===== src/rtl/qk_score_reduce_if.sv =====
// Handshake bundle between the vector multiplier, the QK score reducer and the softmax stage.
// The slave modport is the reducer's view of the bundle.
interface qk_score_reduce_if #(
  parameter int unsigned VECTDEPTH  = 64,
  parameter int unsigned DATA_WIDTH = 16,
  parameter int unsigned NUM_WORDS  = 32
);
  logic                            in_valid;
  logic                            in_ready;
  logic [VECTDEPTH*DATA_WIDTH-1:0] products;
  logic                            out_valid;
  logic                            out_ready;
  logic [NUM_WORDS*DATA_WIDTH-1:0] scores;

  modport master (
    output in_valid, products, out_ready,
    input  in_ready, out_valid, scores
  );

  modport slave (
    input  in_valid, products, out_ready,
    output in_ready, out_valid, scores
  );
endinterface


===== src/rtl/qk_score_reduce.sv =====
// QK score reducer: pipelined adder tree, arithmetic scale-down, narrowing, row buffer with handoff.
// Optional clamping of the narrowed score is enabled by defining SCORE_SAT_EN.
module qk_score_reduce #(
  parameter int unsigned VECTDEPTH   = 64,
  parameter int unsigned DATA_WIDTH  = 16,
  parameter int unsigned NUM_WORDS   = 32,
  parameter int unsigned SCALE_SHIFT = 3,
  parameter int unsigned ACC_WIDTH   = 22
) (
  input logic               clk,
  input logic               reset,
  qk_score_reduce_if.slave  bus
);

  localparam int unsigned LEVELS  = $clog2(VECTDEPTH);
  localparam int unsigned NODES   = VECTDEPTH - 1;
  localparam int unsigned ISSUE_W = $clog2(NUM_WORDS + 1);
  localparam int unsigned WR_W    = $clog2(NUM_WORDS);

  localparam logic [0:0] ST_FILL = 1'b0;
  localparam logic [0:0] ST_FULL = 1'b1;

  logic [0:0]                   state_q, state_d;
  logic [ISSUE_W-1:0]           issue_cnt_q, issue_cnt_d;
  logic [WR_W-1:0]              wr_cnt_q, wr_cnt_d;
  logic [LEVELS:0]              vld_q;
  logic signed [ACC_WIDTH-1:0]  leaf_q [VECTDEPTH];
  logic signed [ACC_WIDTH-1:0]  leaf_d [VECTDEPTH];
  logic signed [ACC_WIDTH-1:0]  node_q [NODES];
  logic signed [ACC_WIDTH-1:0]  node_d [NODES];
  logic signed [ACC_WIDTH-1:0]  tree_c [2*VECTDEPTH-1];
  logic [DATA_WIDTH-1:0]        score_q [NUM_WORDS];
  logic signed [ACC_WIDTH-1:0]  shifted_c;
  logic [DATA_WIDTH-1:0]        narrow_c;
  logic                         in_ready_c;
  logic                         accept_c;
  logic                         write_c;

  assign in_ready_c    = (state_q == ST_FILL) && (issue_cnt_q < ISSUE_W'(NUM_WORDS));
  assign accept_c      = bus.in_valid && in_ready_c;
  assign write_c       = vld_q[LEVELS];
  assign bus.in_ready  = in_ready_c;
  assign bus.out_valid = (state_q == ST_FULL);

  // Heap-ordered tree: nodes 0..NODES-1 are registered sums, the leaves follow them.
  always_comb begin
    for (int i = 0; i < VECTDEPTH; i++) begin
      leaf_d[i] = {{(ACC_WIDTH-DATA_WIDTH){bus.products[i*DATA_WIDTH+DATA_WIDTH-1]}},
                   bus.products[i*DATA_WIDTH +: DATA_WIDTH]};
    end
    for (int n = 0; n < NODES; n++) begin
      tree_c[n] = node_q[n];
    end
    for (int i = 0; i < VECTDEPTH; i++) begin
      tree_c[NODES+i] = leaf_q[i];
    end
    for (int n = 0; n < NODES; n++) begin
      node_d[n] = tree_c[2*n+1] + tree_c[2*n+2];
    end
  end

  assign shifted_c = node_q[0] >>> SCALE_SHIFT;

`ifdef SCORE_SAT_EN
  localparam logic [DATA_WIDTH-1:0] SAT_MAX_W = {1'b0, {(DATA_WIDTH-1){1'b1}}};
  localparam logic [DATA_WIDTH-1:0] SAT_MIN_W = {1'b1, {(DATA_WIDTH-1){1'b0}}};
  localparam logic signed [ACC_WIDTH-1:0] SAT_HI = {{(ACC_WIDTH-DATA_WIDTH){1'b0}}, SAT_MAX_W};
  localparam logic signed [ACC_WIDTH-1:0] SAT_LO = {{(ACC_WIDTH-DATA_WIDTH){1'b1}}, SAT_MIN_W};

  always_comb begin
    narrow_c = shifted_c[DATA_WIDTH-1:0];
    if (shifted_c > SAT_HI) begin
      narrow_c = SAT_MAX_W;
    end else if (shifted_c < SAT_LO) begin
      narrow_c = SAT_MIN_W;
    end
  end
`else
  logic unused_shift_hi;
  assign narrow_c        = shifted_c[DATA_WIDTH-1:0];
  assign unused_shift_hi = ^shifted_c[ACC_WIDTH-1:DATA_WIDTH];
`endif

  // Row FSM and counters.
  always_comb begin
    state_d     = state_q;
    issue_cnt_d = issue_cnt_q;
    wr_cnt_d    = wr_cnt_q;
    case (state_q)
      ST_FILL: begin
        if (accept_c) begin
          issue_cnt_d = issue_cnt_q + ISSUE_W'(1);
        end
        if (write_c) begin
          if (wr_cnt_q == WR_W'(NUM_WORDS - 1)) begin
            state_d = ST_FULL;
          end else begin
            wr_cnt_d = wr_cnt_q + WR_W'(1);
          end
        end
      end
      ST_FULL: begin
        if (bus.out_ready) begin
          state_d     = ST_FILL;
          issue_cnt_d = '0;
          wr_cnt_d    = '0;
        end
      end
      default: state_d = ST_FILL;
    endcase
  end

  always_ff @(posedge clk or negedge reset) begin
    if (!reset) begin
      state_q     <= ST_FILL;
      issue_cnt_q <= '0;
      wr_cnt_q    <= '0;
      vld_q       <= '0;
    end else begin
      state_q     <= state_d;
      issue_cnt_q <= issue_cnt_d;
      wr_cnt_q    <= wr_cnt_d;
      vld_q       <= {vld_q[LEVELS-1:0], accept_c};
    end
  end

  // The tree never stalls, so data registers advance every cycle.
  always_ff @(posedge clk or negedge reset) begin
    if (!reset) begin
      for (int i = 0; i < VECTDEPTH; i++) leaf_q[i] <= '0;
      for (int n = 0; n < NODES; n++)     node_q[n] <= '0;
      for (int k = 0; k < NUM_WORDS; k++) score_q[k] <= '0;
    end else begin
      for (int i = 0; i < VECTDEPTH; i++) leaf_q[i] <= leaf_d[i];
      for (int n = 0; n < NODES; n++)     node_q[n] <= node_d[n];
      if (write_c) begin
        score_q[wr_cnt_q] <= narrow_c;
      end
    end
  end

  for (genvar k = 0; k < NUM_WORDS; k++) begin : g_scores
    assign bus.scores[k*DATA_WIDTH +: DATA_WIDTH] = score_q[k];
  end

endmodule


===== src/flat_wrapper.sv =====
// flat-port wrapper written by rule: the top's interface ports become plain ports
module qk_score_reduce_flat 
#(
  parameter int unsigned VECTDEPTH   = 64,
  parameter int unsigned DATA_WIDTH  = 16,
  parameter int unsigned NUM_WORDS   = 32,
  parameter int unsigned SCALE_SHIFT = 3,
  parameter int unsigned ACC_WIDTH   = 22
)
  (clk, reset, bus_in_valid, bus_products, bus_out_ready, bus_in_ready, bus_out_valid, bus_scores);
  qk_score_reduce_if #(.VECTDEPTH(VECTDEPTH), .DATA_WIDTH(DATA_WIDTH), .NUM_WORDS(NUM_WORDS)) bus_i ();
  input logic clk;
  input logic reset;
  input wire logic [$bits(bus_i.in_valid)-1:0] bus_in_valid;
  input wire logic [$bits(bus_i.products)-1:0] bus_products;
  input wire logic [$bits(bus_i.out_ready)-1:0] bus_out_ready;
  output wire logic [$bits(bus_i.in_ready)-1:0] bus_in_ready;
  output wire logic [$bits(bus_i.out_valid)-1:0] bus_out_valid;
  output wire logic [$bits(bus_i.scores)-1:0] bus_scores;
  assign bus_i.in_valid = bus_in_valid;
  assign bus_i.products = bus_products;
  assign bus_i.out_ready = bus_out_ready;
  assign bus_in_ready = bus_i.in_ready;
  assign bus_out_valid = bus_i.out_valid;
  assign bus_scores = bus_i.scores;
  qk_score_reduce #(.VECTDEPTH(VECTDEPTH), .DATA_WIDTH(DATA_WIDTH), .NUM_WORDS(NUM_WORDS), .SCALE_SHIFT(SCALE_SHIFT), .ACC_WIDTH(ACC_WIDTH)) u_core (.clk(clk), .reset(reset), .bus(bus_i));
endmodule

===== config.mk =====
export PLATFORM = sky130hd
export DESIGN_NAME = qk_score_reduce_flat
export DESIGN_NICKNAME = d
export VERILOG_FILES = /design/src/rtl/qk_score_reduce_if.sv /design/src/rtl/qk_score_reduce.sv /design/src/flat_wrapper.sv
export SDC_FILE = /design/constraint.sdc
export NUM_CORES = 2
export LEC_CHECK = 0
export ABC_CLOCK_PERIOD_IN_PS = 7100
export CORE_AREA = 4 4 606 608
export DETAILED_ROUTE_END_ITERATION = 8
export DIE_AREA = 0 0 610 612
export GPL_ROUTABILITY_DRIVEN = 0
export SLEW_MARGIN = 15
export SYNTH_ARGS = -nofsm -noshare
export SYNTH_HDL_FRONTEND = slang
export SYNTH_SLANG_ARGS = --single-unit

===== constraint.sdc =====
create_clock -name clk -period 7.1 [get_ports clk]
set_input_delay 1.42 -clock clk [delete_from_list [all_inputs] [get_ports clk]]
set_output_delay 1.42 -clock clk [all_outputs]
set_load 0.03 [all_outputs]

==> impl_metrics.yaml <==
sta:
  fin_skew_ns: 0.05438
  worst_pin_slew_ns: 1.129
  rsz0062_at_grt: "false"
  slew_viol_final: 0
  fin_tns_setup_ns: 0
  maxSlewHeadroom: 0.2453
  fmax_mhz: 272.4
  setup_viol: 0
  period_minus_slack_ns: 3.671
  fin_crit_sh: 0.5170
  hold_viol: 0
synth:
  ys_seq_elements: 2669
  synth_cell_types: 88
  synth_area_leaders: "dfrtp_1 56%, ha_1 11%, mux2_2 4.8%"
  synthCells: 9587
  synth_edf_count: 0
  synth_nets: 11740
  synthArstFlopShare: 1.000
  netlist.area_leader.share: 0.5598
  synth_flop_cell: "dfrtp_1"
  syn-cell-area_sq_um: 119300
  synth_warnings: 0
  yosysSeqAreaShare: 0.5598
  syn_avg_cell_area_sq_um: 12.44
  yosys.area.top_type: "dfrtp_1"
power_and_ir_drop:
  power_frac_clock: 0.245
  ir_drop_v: 0.0001963
  cellPowerDensity_nw_per_um2: 435.2
  share_comb_of_total_power: 0.419
  p_switching_mw: 25.07
  p_int_mw: 40.77
  seqPwrFrac: 0.336
  leakagePower_nw: 68.34
  p_sw_frac: 0.3807
floorplan:
  die_h_microns: 612
  initial_core_util: 0.3299
  pin_count: 1542
  die_x_microns: 610
  core_sq_um: 361700
  die-area_sq_um: 373300
  rows: 221
global_route:
  grt_overflow_total: 0
  groute.usage.overall: 0.1905
  grt_first_pass_wirelength_mm: 533.2
  grt_pass1_vias: 80860
  grt_max_degree: 185
  antenna_found_initial: 143
route:
  drt-initial-drc-count: 5020
  drc_errors: 0
  dr.pass1.iters: 6
  wl_mm: 365.9
  viasPerCell: 4.850
  wl_per_cell_microns: 22.27
  ant_nets: 0
  num_vias: 79670
placed_design:
  numPortBuffers: 1541
  hpwlAfterDp_mm: 289.4
  placed_cell_area_sq_um: 140900
run_status:
  status: "finished, final reports clean"
cells_and_area:
  nNetsFinal: 13510
  register_area_sq_um: 66810
  area_growth_pct: 26.82
  fillers: 33690
  fin_area_sq_um: 151300
  drive_above_1_share: 0.1039
  multi_input_area_sq_um: 50530
clock_tree:
  clkLatencyLatePin_ns: 0.90
  cts_buffer_depth: 4
  cts_tree: "yes"
  cts_buffers: 301
  post-cts-setup-buffers: 0
  cts_resized: 0
  cts.sink_count: 2669
  cts-root-buf: "clkbuf_16"
  hold_buffers: 0
  htreeDepth: 5
  clk_pin_slew_ns: 0.06
worst_hold_path:
  worstHoldPathCells: 0
  hp-class: "flop to flop"
  min_from: "u_core.vld_q[3]$_DFF_PN0_"
  whs_endpoint: "u_core.vld_q[4]$_DFF_PN0_"
flow_run:
  drv_cap: 0
critical_path:
  r2r.worst_path.cells: 10
  crit_type: "flop to primary output"
  r2r_slack_ns: 4.09
  end_kind: "primary output"
  start_kind: "flop"
  r2r-end: "u_core.node_q[566]$_DFF_PN0_"
  path_max_fanout: 7
  r2r-start: "u_core.leaf_q[1100]$_DFF_PN0_"
  cp.arrival_ns: 2.25
  required_ns: 5.68
==> power by group through the flow <==
stage	registers [mW]	clock network (mW)	logic, mW
2_1_floorplan	23.2	0	16.5
3_3_place_gp	22.4	0	27.6
3_5_place_dp	22.4	0	27.6
4_1_cts	22.2	16.6	27.8
5_1_grt	22.5	17.2	30.3
6_report	22.1	16.1	27.6
==> worst max-delay path by stage <==
stage                                         startpoint                           end
after global routing      u_core.bus.out_valid$_DFF_PN0_                  bus_in_ready
after detailed placement                           reset   u_core.node_q[34]$_DFF_PN0_
after global placement                             reset   u_core.node_q[34]$_DFF_PN0_
final                     u_core.bus.out_valid$_DFF_PN0_                  bus_in_ready
after CTS                 u_core.bus.out_valid$_DFF_PN0_                  bus_in_ready
after floorplan             u_core.leaf_q[264]$_DFF_PN0_  u_core.node_q[146]$_DFF_PN0_
==> flip-flops by register name (all words and copies together) (netlist names) <==
register / count
u_core.leaf_q: 1024
u_core.issue_cnt_q: 6
u_core.node_q: 1098
u_core.bus.scores: 512
u_core.narrow_c: 16
u_core.bus.out_valid: 1
u_core.wr_cnt_q: 5
u_core.vld_q: 7
==> cell families (layout without fill, tap and decap cells) <==
kind of cell | Yosys count | in the layout | share of synthesized area
flip-flops | 2669 | 2669 | 0.5598
AO/OA/AOI/OAI | 2293 | 2293 | 0.1251
AND/OR/NAND/NOR | 1597 | 1597 | 0.06504
adder cells (fa/ha/maj) | 1121 | 1121 | 0.1215
XOR/XNOR | 850 | 850 | 0.06240
buffers and inverters | 535 | 2537 | 0.01702
multiplexers | 522 | 522 | 0.04917
other | 0 | 45 | 0
==> critical path, stage by stage (launching register included) <==
cell	delay (ns)
dfrtp_1	0.46
nor2_1	0.17
clkdlybuf4s50_1	0.74
==> per-layer routing <==
layer | part of all wire | up-vias | GRT usage
met4 | 0.033 | 28 | 0.06228
met2 | 0.50 | 2083 | 0.3346
met3 | 0.052 | 658 | 0.03574
met1 | 0.41 | 39310 | 0.2354
li1 | - | 37590 | -
met5 | 0.00050 | - | 0
==> area by class of cell <==
class	instances	area share
Multi-Input combinational cell	6383	0.3340
Sequential cell	2669	0.4416
Clock buffer	405	0.05670
Antenna cell	45	0.0007443
Tap cell	4794	0.03965
Clock inverter	125	0.01126
Timing Repair Buffer	1610	0.1062
Inverter	397	0.009849
==> placed cells by master (no fill, tap or decap), types with 22 or more instances in the layout <==
| cell type | instances |
|---|---|
| a21oi_2 | 26 |
| bufinv_16 | 28 |
| nand4_1 | 74 |
| and2_1 | 50 |
| or2_2 | 22 |
| a21oi_1 | 772 |
| xor2_1 | 248 |
| o21ai_0 | 367 |
| ha_1 | 1059 |
| a211oi_1 | 37 |
| diode_2 | 45 |
| clkbuf_16 | 305 |
| nand3_1 | 157 |
| nand2_1 | 341 |
| clkinv_2 | 48 |
| buf_4 | 60 |
| nand2b_1 | 85 |
| fa_1 | 62 |
| and3_1 | 57 |
| mux2_2 | 512 |
| o211ai_1 | 40 |
| xnor2_1 | 602 |
| a21boi_0 | 27 |
| o31a_1 | 27 |
| inv_1 | 397 |
| clkbuf_8 | 57 |
| or3_1 | 28 |
| dfrtp_1 | 2653 |
| a31oi_1 | 79 |
| clkbuf_1 | 43 |
| o21ai_1 | 31 |
| o21bai_1 | 90 |
| nor2b_1 | 150 |
| o31ai_1 | 39 |
| clkdlybuf4s50_1 | 1540 |
| nor3_1 | 131 |
| nor2_1 | 429 |
| o21a_1 | 116 |
| a21o_1 | 381 |
==> Yosys cell counts (13+ instances only) <==
library cell	number
dfrtp_1	2669
ha_1	1059
a21oi_1	772
xnor2_1	602
mux2_2	512
nor2_1	439
inv_1	397
a21o_1	381
o21ai_0	367
nand2_1	341
xor2_1	248
nand3_1	158
nor2b_1	150
nor3_1	131
o21a_1	116
clkbuf_1	109
o21bai_1	90
nand2b_1	85
a31oi_1	79
nand4_1	74
fa_1	62
and3_1	57
and2_1	50
o211ai_1	40
o31ai_1	39
a211oi_1	37
o21ai_1	31
or3_1	28
a21boi_0	27
o31a_1	27
a21oi_2	26
or2_2	22
nor4_1	21
buf_2	18
a22o_1	16
o41a_1	16
a311oi_1	15
o41ai_1	15
a41o_1	14
o22ai_1	14
o311ai_0	13
==> metrics by stage <==
| step | utilization | power (mW) | std cells | hold WS [ns] | setup WS [ns] |
|---|---|---|---|---|---|
| 2_1_floorplan | - | 39.73 | 9587 | 0.3312 | 4.574 |
| 3_3_place_gp | 0.3896 | 49.97 | 15850 | 0.3334 | 3.915 |
| 3_5_place_dp | 0.3896 | 50.07 | 15850 | 0.3347 | 3.904 |
| 4_1_cts | 0.4180 | 66.63 | 16380 | 0.3504 | 3.315 |
| 5_1_grt | 0.4182 | 70.02 | 16410 | 0.3545 | 3.258 |
| 6_report | 0.4183 | 65.84 | 16430 | 0.3495 | 3.429 |
No activity file was read; power rests on OpenSTA's default activity.
